[src/rtl/intc_pkg.sv]
// Shared types and constants for the interrupt-controller CPU dispatch path.
// Source index = 4*register + field (IPRA..IPRN, field 14:12 first).
package intc_pkg;

    localparam int NUM_SRC  = 56;
    localparam int VEC_BASE = 64;
    localparam int ACK_TO   = 255;
    localparam int IDX_W    = $clog2(NUM_SRC);

    typedef logic [2:0] prio_t;

    typedef enum logic [1:0] {
        IDLE = 2'd0,
        REQ  = 2'd1,
        CLR  = 2'd2,
        HOLD = 2'd3
    } seq_state_t;

    localparam int IDX_IPRA_14_12 = 0,  IDX_IPRA_10_8 = 1,  IDX_IPRA_6_4 = 2,  IDX_IPRA_2_0 = 3;
    localparam int IDX_IPRB_14_12 = 4,  IDX_IPRB_10_8 = 5,  IDX_IPRB_6_4 = 6,  IDX_IPRB_2_0 = 7;
    localparam int IDX_IPRC_14_12 = 8,  IDX_IPRC_10_8 = 9,  IDX_IPRC_6_4 = 10, IDX_IPRC_2_0 = 11;
    localparam int IDX_IPRD_14_12 = 12, IDX_IPRD_10_8 = 13, IDX_IPRD_6_4 = 14, IDX_IPRD_2_0 = 15;
    localparam int IDX_IPRE_14_12 = 16, IDX_IPRE_10_8 = 17, IDX_IPRE_6_4 = 18, IDX_IPRE_2_0 = 19;
    localparam int IDX_IPRF_14_12 = 20, IDX_IPRF_10_8 = 21, IDX_IPRF_6_4 = 22, IDX_IPRF_2_0 = 23;
    localparam int IDX_IPRG_14_12 = 24, IDX_IPRG_10_8 = 25, IDX_IPRG_6_4 = 26, IDX_IPRG_2_0 = 27;
    localparam int IDX_IPRH_14_12 = 28, IDX_IPRH_10_8 = 29, IDX_IPRH_6_4 = 30, IDX_IPRH_2_0 = 31;
    localparam int IDX_IPRI_14_12 = 32, IDX_IPRI_10_8 = 33, IDX_IPRI_6_4 = 34, IDX_IPRI_2_0 = 35;
    localparam int IDX_IPRJ_14_12 = 36, IDX_IPRJ_10_8 = 37, IDX_IPRJ_6_4 = 38, IDX_IPRJ_2_0 = 39;
    localparam int IDX_IPRK_14_12 = 40, IDX_IPRK_10_8 = 41, IDX_IPRK_6_4 = 42, IDX_IPRK_2_0 = 43;
    localparam int IDX_IPRL_14_12 = 44, IDX_IPRL_10_8 = 45, IDX_IPRL_6_4 = 46, IDX_IPRL_2_0 = 47;
    localparam int IDX_IPRM_14_12 = 48, IDX_IPRM_10_8 = 49, IDX_IPRM_6_4 = 50, IDX_IPRM_2_0 = 51;
    localparam int IDX_IPRN_14_12 = 52, IDX_IPRN_10_8 = 53, IDX_IPRN_6_4 = 54, IDX_IPRN_2_0 = 55;

endpackage

[src/rtl/intc_ffs.sv]
// Lowest-index find-first-set over the eligible-source vector.
module intc_ffs #(
    parameter int N  = 56,
    parameter int IW = $clog2(N)
) (
    input  logic [N-1:0]  i_vec,
    output logic          o_vld,
    output logic [IW-1:0] o_idx
);

    // Scan high to low so the lowest set bit is the last write.
    always_comb begin
        o_idx = '0;
        for (int i = N - 1; i >= 0; i--) begin
            if (i_vec[i]) o_idx = IW'(i);
        end
    end

    assign o_vld = |i_vec;

endmodule

[src/rtl/intc_ack_sequencer.sv]
// CPU-side dispatch sequencer: picks one eligible source, holds level/vector
// until acknowledge, then pulses a one-cycle clear to the serviced source.
module intc_ack_sequencer #(
    parameter int NUM_SRC  = intc_pkg::NUM_SRC,
    parameter int VEC_BASE = intc_pkg::VEC_BASE,
    parameter int ACK_TO   = intc_pkg::ACK_TO
) (
    input  logic               clk,
    input  logic               rst,
    input  logic [NUM_SRC-1:0] src_pend,
    input  logic [NUM_SRC-1:0] src_en,
    input  logic [2:0]         max_priority,
    input  logic [2:0]         cpu_imask,
    output logic               irq_req,
    output logic [2:0]         irq_level,
    output logic [7:0]         irq_vector,
    input  logic               irq_ack,
    output logic [NUM_SRC-1:0] src_clr,
    output logic               to_err,
    input  logic               to_err_clr
);
    import intc_pkg::*;

    localparam int IW = $clog2(NUM_SRC);
    localparam int CW = (ACK_TO > 1) ? $clog2(ACK_TO) : 1;

    localparam logic [1:0] ST_IDLE = IDLE;
    localparam logic [1:0] ST_REQ  = REQ;
    localparam logic [1:0] ST_CLR  = CLR;
    localparam logic [1:0] ST_HOLD = HOLD;

    logic [1:0]         r_state;
    logic [IW-1:0]      r_sel;
    prio_t              r_lvl;
    logic [7:0]         r_vec;
    logic [CW-1:0]      r_cnt;
    logic               r_to_err;

    logic [NUM_SRC-1:0] w_elig;
    logic               w_ffs_vld;
    logic [IW-1:0]      w_ffs_idx;
    logic               w_go;
    logic               w_withdraw;
    logic               w_timeout;
    logic               w_to_set;
    logic [7:0]         w_vec_next;

    assign w_elig = src_pend & src_en;

    intc_ffs #(.N(NUM_SRC), .IW(IW)) u_ffs (
        .i_vec (w_elig),
        .o_vld (w_ffs_vld),
        .o_idx (w_ffs_idx)
    );

    assign w_go       = w_ffs_vld && (max_priority != 3'd0) && (max_priority > cpu_imask);
    assign w_vec_next = 8'(VEC_BASE) + 8'(w_ffs_idx);
    assign w_withdraw = !src_pend[r_sel] || !src_en[r_sel] || (r_lvl <= cpu_imask);
    assign w_timeout  = (r_cnt == CW'(ACK_TO - 1));
    // Ack outranks withdraw, withdraw outranks timeout.
    assign w_to_set   = (r_state == ST_REQ) && !irq_ack && !w_withdraw && w_timeout;

    always_ff @(posedge clk) begin
        if (rst) begin
            r_state  <= ST_IDLE;
            r_sel    <= '0;
            r_lvl    <= '0;
            r_vec    <= '0;
            r_cnt    <= '0;
            r_to_err <= 1'b0;
        end else begin
            case (r_state)
                ST_IDLE: begin
                    if (w_go) begin
                        r_sel   <= w_ffs_idx;
                        r_lvl   <= max_priority;
                        r_vec   <= w_vec_next;
                        r_cnt   <= '0;
                        r_state <= ST_REQ;
                    end
                end
                ST_REQ: begin
                    if (irq_ack)         r_state <= ST_CLR;
                    else if (w_withdraw) r_state <= ST_IDLE;
                    else if (w_timeout)  r_state <= ST_IDLE;
                    else                 r_cnt   <= r_cnt + CW'(1);
                end
                ST_CLR:  r_state <= ST_HOLD;
                ST_HOLD: r_state <= ST_IDLE;
                default: r_state <= ST_IDLE;
            endcase

            if (w_to_set)        r_to_err <= 1'b1;
            else if (to_err_clr) r_to_err <= 1'b0;
        end
    end

    assign irq_req    = (r_state == ST_REQ);
    assign irq_level  = irq_req ? r_lvl : 3'd0;
    assign irq_vector = irq_req ? r_vec : 8'd0;
    assign src_clr    = (r_state == ST_CLR) ? ({{(NUM_SRC-1){1'b0}}, 1'b1} << r_sel) : '0;
    assign to_err     = r_to_err;

endmodule
[config.mk]
export PLATFORM = sky130hd
export DESIGN_NAME = intc_ack_sequencer
export DESIGN_NICKNAME = d
export VERILOG_FILES = /design/src/rtl/intc_pkg.sv /design/src/rtl/intc_ffs.sv /design/src/rtl/intc_ack_sequencer.sv
export SDC_FILE = /design/constraint.sdc
export NUM_CORES = 1
export LEC_CHECK = 0
export ABC_CLOCK_PERIOD_IN_PS = 4000
export BUFFER_PORTS_ARGS = -buffer_cell sky130_fd_sc_hd__buf_2
export CAP_MARGIN = 20
export CORE_MARGIN = 2
export CORE_UTILIZATION = 45
export DETAILED_ROUTE_END_ITERATION = 8
export GPL_TIMING_DRIVEN = 0
export MAX_ROUTING_LAYER = met4
export PLACE_DENSITY_LB_ADDON = 0.3
export SLEW_MARGIN = 20
export SYNTH_ARGS = -nofsm -noshare
export SYNTH_HDL_FRONTEND = slang
export SYNTH_HIERARCHICAL = 1
export SYNTH_SLANG_ARGS = --single-unit
export TNS_END_PERCENT = 10
[constraint.sdc]
create_clock -name clk -period 4 [get_ports clk]
set_clock_uncertainty 0.05 [all_clocks]
set_input_delay 0.4 -clock clk [delete_from_list [all_inputs] [get_ports clk]]
set_output_delay 0.4 -clock clk [all_outputs]
set_load 0.02 [all_outputs]
==> results.md, run 1 <==
* Status: completed
* Initial core utilization at roughly 46%
* Clk sinks at 21
* Async set-or-reset flop fraction in the synthesized netlist at 0%
* Clock Root Buffer: clkbuf_8
* Resized Gates After CTS at 0
* Largest net degree at the start of global routing at 14
* Sequential share of the synthesized area at between 10 and 15%
* Vias in the first global route at between 3,000 and 4,000
* Critical path peak fanout at 9
* Core area at around 0.0071 mm2
* Fin. Hold Viols at 0
* Maximum vdd ir drop at ~0.00019 V
* Sum of negative setup slack at 0 ns
* Max-Cap Viols at 0
* Synth area leader: dfxtp_1
* Least-Margin Pin Slew at 0.715 ns
* Hold Crit Class: in -> reg
* GRT overflow at 0
* Worst path required time at 4.13 ns
* Post-synthesis net count at about 620
* Top_reg_cell synth: dfxtp_1
* Critical Path AT at ~3.7 ns
* Startpoint Class: primary input
* Initial antenna violation count at 0
* Max_slew headroom at ~52%
* Antenna Nets Post-Route at 0
* Post-synth top area share at roughly 13%
* Routed Wire Length at roughly 12,000 um
* Fin. max-slew vios at 0
* Detail Placement HPWL at approximately 9400 um
* CTS tree: yes
* FF+latch count, synth at 21
* Syn Inst Count at 491
* Syn avg cell area at roughly 6.7 um2
* H-tree levels at 1
* EDFF count, synth at 0
* Post-synth cell types at 70
* Die H at between 80 and 90 um
* Most common cell in the netlist: nor2_1
* Longest Clk Path Bufs at 2
* Diodes inserted at 0
* Most Crowded Layer GR: met2
* Worst-skew pair later-pin latency at roughly 0.26 ns
* Tcrit/Tclk final at between 80% and 90%
* M1 GR Usage at around 34%
* Die footprint at roughly 0.008 mm2
* Tot GR Track Use at between 20 and 30%
* P_leak at 0.00205 uW
* Met2 Use GR at between 40% and 50%
* Clock-pin transition on the worst setup and hold timing paths at approximately 0.080 ns
* Hold_buf cts at 0
* Drt drc at 0
* CP Class: in -> reg
* Pre-antenna DRT Iters at 5
* Die X at ~89 um
* WL/cell at 14.7 um
* P per Cell Area at approximately 170 mW/mm2
* Synthesis-to-finish area growth at 34.0%
* Fin crit period at ~3.5 ns
* Vias at approximately 4,400
* IO Port Bufs at 188
* # placed instances at 778
* Initial DRC count at ~280
* Global-route wire length before repair at 17,600 um
* Top post-synthesis cells by area: dfxtp_1, nor2_1, and2_1
* RSZ-0062 raised after global routing: no
* Element type at the critical path end: flip-flop
* Synth Cell Area at 0.00327 mm2
* Row count at 31
* Setup bufs post-CTS at 0
* Vias per Instance at 5.68
* Fmax at between 0.2 and 0.3 GHz
* Placer Congestion at 0.931
* Synth top cells by count: nor2_1, and2_1, nand2_1, a21oi_1, dfxtp_1
* Final setup fails at 0
* Num CTS Buffers at 3
* Met3 usage at 5.45%
* Total Nets Final at 814
* Synth warnings at 6
* Final Non-Filler Cells at just under 800
* Layout cells sized above 1 at about 33%
* # IOs at ~190
layout by cell type, fill, tap and decap left out, types with 4 or more instances in the layout:
cell and n:
nor2b_1 9, ha_1 8, nor2_1 111, nand2_1 24, mux4_2 4, o31ai_1 8, a21oi_1 22, a211oi_1 4
nand2b_1 10, o211ai_1 6, o21ai_0 5, or3_1 10, clkbuf_1 13, inv_1 17, and2_1 62, nor3_1 13
buf_2 193, mux2i_1 12, a31oi_1 5, nor4_1 14, nand4_1 5, o311ai_0 4, or4_1 7, nand3_1 20
mux2_2 6, dfxtp_1 21
per-stage QoR:
stage                     total power, uW  cell area [um2]  setup slack (ns)  utilization [%]  hold WS [ns]
after detailed placement              612             4340             0.349             60.8         0.409
final                                 758             4390             0.482             61.5         0.346
after global routing                  810             4390             0.181             61.5         0.354
after global placement                605             4340             0.370             60.8         0.410
after CTS                             751             4390             0.613             61.5         0.344
after floorplan                       487             3270              1.03                -         0.382
where the power goes:
group | internal [uW] | switching [uW] | total, uW
Combinational | 168 | 215 | 383
Sequential | 223 | 10.7 | 233
Clock | 70.4 | 71.1 | 142
cell families after synthesis:
| kind of cell | share of synthesized area [%] |
|---|---|
| and+or+nand+nor | 46.9 |
| AOI/OAI and AO/OA | 21.5 |
| buffers and inverters | 6.80 |
| muxes | 8.83 |
| DFF | 12.8 |
| adders and majority gates | 3.06 |
| other | 0.115 |
sequential cells by signal (all words and copies together), names as in the netlist, named ones only:
name	flops
r_cnt	8
r_lvl	3
r_sel	5
r_state	1
r_vec	2
to_err	1
path summary, 6_finish.rpt:
path,slack (ns),from,end,depth (start not counted)
worst max register to register,1.07,r_sel[2],r_cnt[7],12
worst max-delay path,0.48,src_en[50],r_cnt[5],13
worst min-delay path,0.35,to_err_clr,to_err,3
worst min register to register,0.42,to_err,to_err,2
layout make-up:
type | count | area [um2]
Buffer | 24 | 143
Clock inverter | 1 | 7.51
Sequential cell | 21 | 420
Tap cell | 99 | 124
Fill cell | 709 | 2750
Inverter | 20 | 80.1
Multi-Input combinational cell | 426 | 2630
Clock buffer | 3 | 41.3
Timing Repair Buffer | 188 | 941
critical path: stages:
cell      delay (ns)
buf_2           0.10
and2_1          0.20
or4_4           0.54
nand2b_1        0.18
nor4_1          0.60
nand2_1         0.14
o311ai_0        0.14
a21oi_1         0.11
nor3b_1         0.16
clkbuf_1        0.25
nor3_1          0.49
o311ai_0        0.23
o31ai_1         0.10
layer usage:
| metal | vias up | routed length (um) |
|---|---|---|
| met3 | 29 | 1070 |
| met1 | 2029 | 4690 |
| met2 | 223 | 5500 |
| met5 | - | 0 |
| li1 | 2158 | - |
| met4 | 0 | 244 |
No activity file was read; power rests on OpenSTA's default activity.
==> inputs of run 2 (changes only) <==
--- a/config.mk
+++ b/config.mk
@@ -6,10 +6,10 @@
 export NUM_CORES = 1
 export LEC_CHECK = 0
 export ABC_CLOCK_PERIOD_IN_PS = 4000
-export BUFFER_PORTS_ARGS = -buffer_cell sky130_fd_sc_hd__buf_2
+export BUFFER_PORTS_ARGS = -buffer_cell sky130_fd_sc_hd__buf_4
 export CAP_MARGIN = 20
 export CORE_MARGIN = 2
-export CORE_UTILIZATION = 45
+export CORE_UTILIZATION = 44
 export DETAILED_ROUTE_END_ITERATION = 8
 export GPL_TIMING_DRIVEN = 0
 export MAX_ROUTING_LAYER = met4
@@ -17,6 +17,5 @@
 export SLEW_MARGIN = 20
 export SYNTH_ARGS = -nofsm -noshare
 export SYNTH_HDL_FRONTEND = slang
-export SYNTH_HIERARCHICAL = 1
 export SYNTH_SLANG_ARGS = --single-unit
 export TNS_END_PERCENT = 10
==> run 2 against run 1 <==
  * The run now ends with DRC left
  * Cell count decreased by 7.4%
  * Total power about the same
  * Core utilization grew 8.7 points
  * Sequential cell count stayed put
  * Combinational power is 2% higher
  * Hold slack improved by 0.0021 ns
  * Synthesized cell count down 7.5%
  * Global-route usage grew 4.7 points
==> results.md, run 2 <==
* Tcrit/Tclk final at between 80 and 90%
* Clock-pin transition on the worst setup and hold timing paths at about 0.080 ns
* Critical Path AT at ~3.5 ns
* Clk sinks at 21
* Element type at the critical path end: flip-flop
* Setup bufs post-CTS at 0
* Most flop-heavy register: r_cnt
* Fin. max-slew vios at 0
* Longest Clk Path Bufs at 2
* Final worst slack at 0.674 ns
* Pre-antenna DRT Iters at 7
* Async set-or-reset flop fraction in the synthesized netlist at 0%
* Post-synth cell types at 53
* IO Port Bufs at ~190
* Hold Crit Class: in -> reg
* Placer Congestion at 0.945
* Initial core utilization at between 40% and 50%
* CP Class: reg -> reg
* Status: complete, but fails checks
* Synth Cell Area at roughly 0.003 mm2
* Critical path peak fanout at 10
* Die footprint at between 0.007 and 0.008 mm2
* Initial antenna violation count at 0
* Vias at roughly 4,300
* Top_reg_cell synth: dfxtp_1
* Post-synthesis net count at 584
* GRT overflow at 0
* Core area at approximately 0.0064 mm2
* Startpoint Class: flip-flop
* Fin. Hold Viols at 0
* Max_slew headroom at approximately half
* FF+latch count, synth at 21
* Drt drc at 15
* Routed Wire Length at roughly 12,000 um
* Maximum vdd ir drop at between 0.00015 and 0.0002 V
* Initial DRC count at about 350
* Post-route cell area at approximately 0.0045 mm2
* Max-Cap Viols at 0
* Synth area leader: dfxtp_1
* Most common cell in the netlist: nor2_1
* Most common cell after layout, fill and taps aside: buf_4
* Place WS at between 0.8 and 0.9 ns
* Num CTS Buffers at 3
* Least-Margin Pin Slew at just under 0.8 ns
* Sequential share of the synthesized area at between 10% and 20%
* Failing checks: DRC
* Die H at ~86 um
* Worst path required time at approximately 4.2 ns
* Total Nets Final at roughly 780
* RSZ-0062 raised after global routing: no
* Top post-synthesis cells by area: dfxtp_1, nor2_1, nand2_1
* H-tree levels at 1
* Largest register FFs at 8
* Syn avg cell area at approximately 6.5 um2
* Vias per Instance at slightly below 6
* Vias in the first global route at about 4,100
* Commonest non-fill, non-tap cells in the layout: buf_4, nor2_1, nand2_1
* WL/cell at around 17 um
* Layout cells sized above 1 at between 30% and 40%
* Global-route wire length before repair at roughly 19,000 um
* P_leak at just over 0.002 uW
* Die X at roughly 86 um
* Synthesis-to-finish area growth at 53.0%
* Sum of negative setup slack at 0 ns
* Worst-skew pair later-pin latency at 0.27 ns
* P per Cell Area at 168 mW/mm2
* Synth top cells by count: nor2_1, nand2_1, a21oi_1, nand3_1, dfxtp_1
* Syn Inst Count at about 450
* Detail Placement HPWL at 10,300 um
* Final setup fails at 0
* CTS tree: yes
* Post-synth top area share at roughly 14%
* Fin crit period at roughly 3.3 ns
* Largest registers: r_cnt: 8 flops, r_sel: 5 flops, r_lvl: 3 flops
* Diodes inserted at 0
* Synth warnings at 0
* Row count at 29
* Clock Root Buffer: clkbuf_8
* EDFF count, synth at 0
* Hold_buf cts at 0
* Placed cell area at 0.00446 mm2
* Largest net degree at the start of global routing at 13
* Antenna Nets Post-Route at 0
* Tot GR Track Use at between 30% and 40%
* # IOs at 191
* Resized Gates After CTS at 0
* Fmax at between 0.3 and 0.4 GHz
==> run 2: changes by cell type in the layout (fill, tap and decap cells not counted), sizes merged, moves of 13 or more <==
cell and delta:
a22oi +15, a21oi +16, o21ai +13, nand2 +43, and2 -54, a22o +15
nand3 +16, nor2 -32
==> run 2: stage by stage <==
step                      std cells  utilization [%]  hold WS, ns  power, uW
after floorplan                 454                -        0.382        431
after detailed placement        720             69.4        0.396        616
after CTS                       724             70.2        0.348        753
after global routing            724             70.2        0.369        808
final                           724             70.2        0.348        758
after global placement          720             69.4        0.395        608
==> run 2: final timing paths <==
check	start	to	slack, ns	cells after the start
setup / recovery	r_sel[2]	r_cnt[5]	0.67	11
setup reg to reg	r_sel[2]	r_cnt[5]	0.67	11
hold reg to reg	r_vec[6]	r_vec[6]	0.41	2
hold / removal	max_priority[1]	r_lvl[1]	0.35	3
==> run 2: worst max-delay path, cell delays in order, from the launching register on <==
cell and delay (ns):
dfxtp_1 0.31, buf_2 0.21, clkbuf_1 0.42, or3b_2 0.20
clkbuf_1 0.33, o22ai_1 0.12, o41ai_1 0.45, o311a_1 0.32
nand4_1 0.18, buf_4 0.22, a2111o_1 0.41, nand2_1 0.07
==> run 2: cell type report <==
class                      instances  area (um2)
buffer                            20        88.8
clock buffer                       3        41.3
clock inverter                     1        5.00
fill                             599        1920
inverter                          15        56.3
multi-input combinational        398        2380
sequential                        21         420
tap                               77        96.3
timing repair buffer             189        1420
==> run 2: logic make-up (layout without fill, tap and decap cells) <==
family,Yosys count,in the layout,share of synthesized area [%]
AND/OR/NAND/NOR,236,236,37.2
buffers and inverters,35,228,4.93
flip-flops,21,21,14.3
adder cells (fa/ha/maj),8,8,3.40
multiplexers,10,10,5.61
other,1,1,0.127
AO/OA/AOI/OAI,143,143,34.5
==> run 2: metal layers <==
metal,up-vias,global-route usage (%),wire (um)
met4,0,10.1,320
met5,-,-,0
met1,1962,37.2,4820
met3,33,4.04,800
met2,216,59.9,6190
li1,2087,-,-
==> run 2: where the power goes <==
part	internal (uW)	switching, uW	leakage (uW)
sequential	218	8.50	0.000170
combinational	181	211	0.00185
clock	69.5	70.2	0.0000255
total	468	290	0.00204
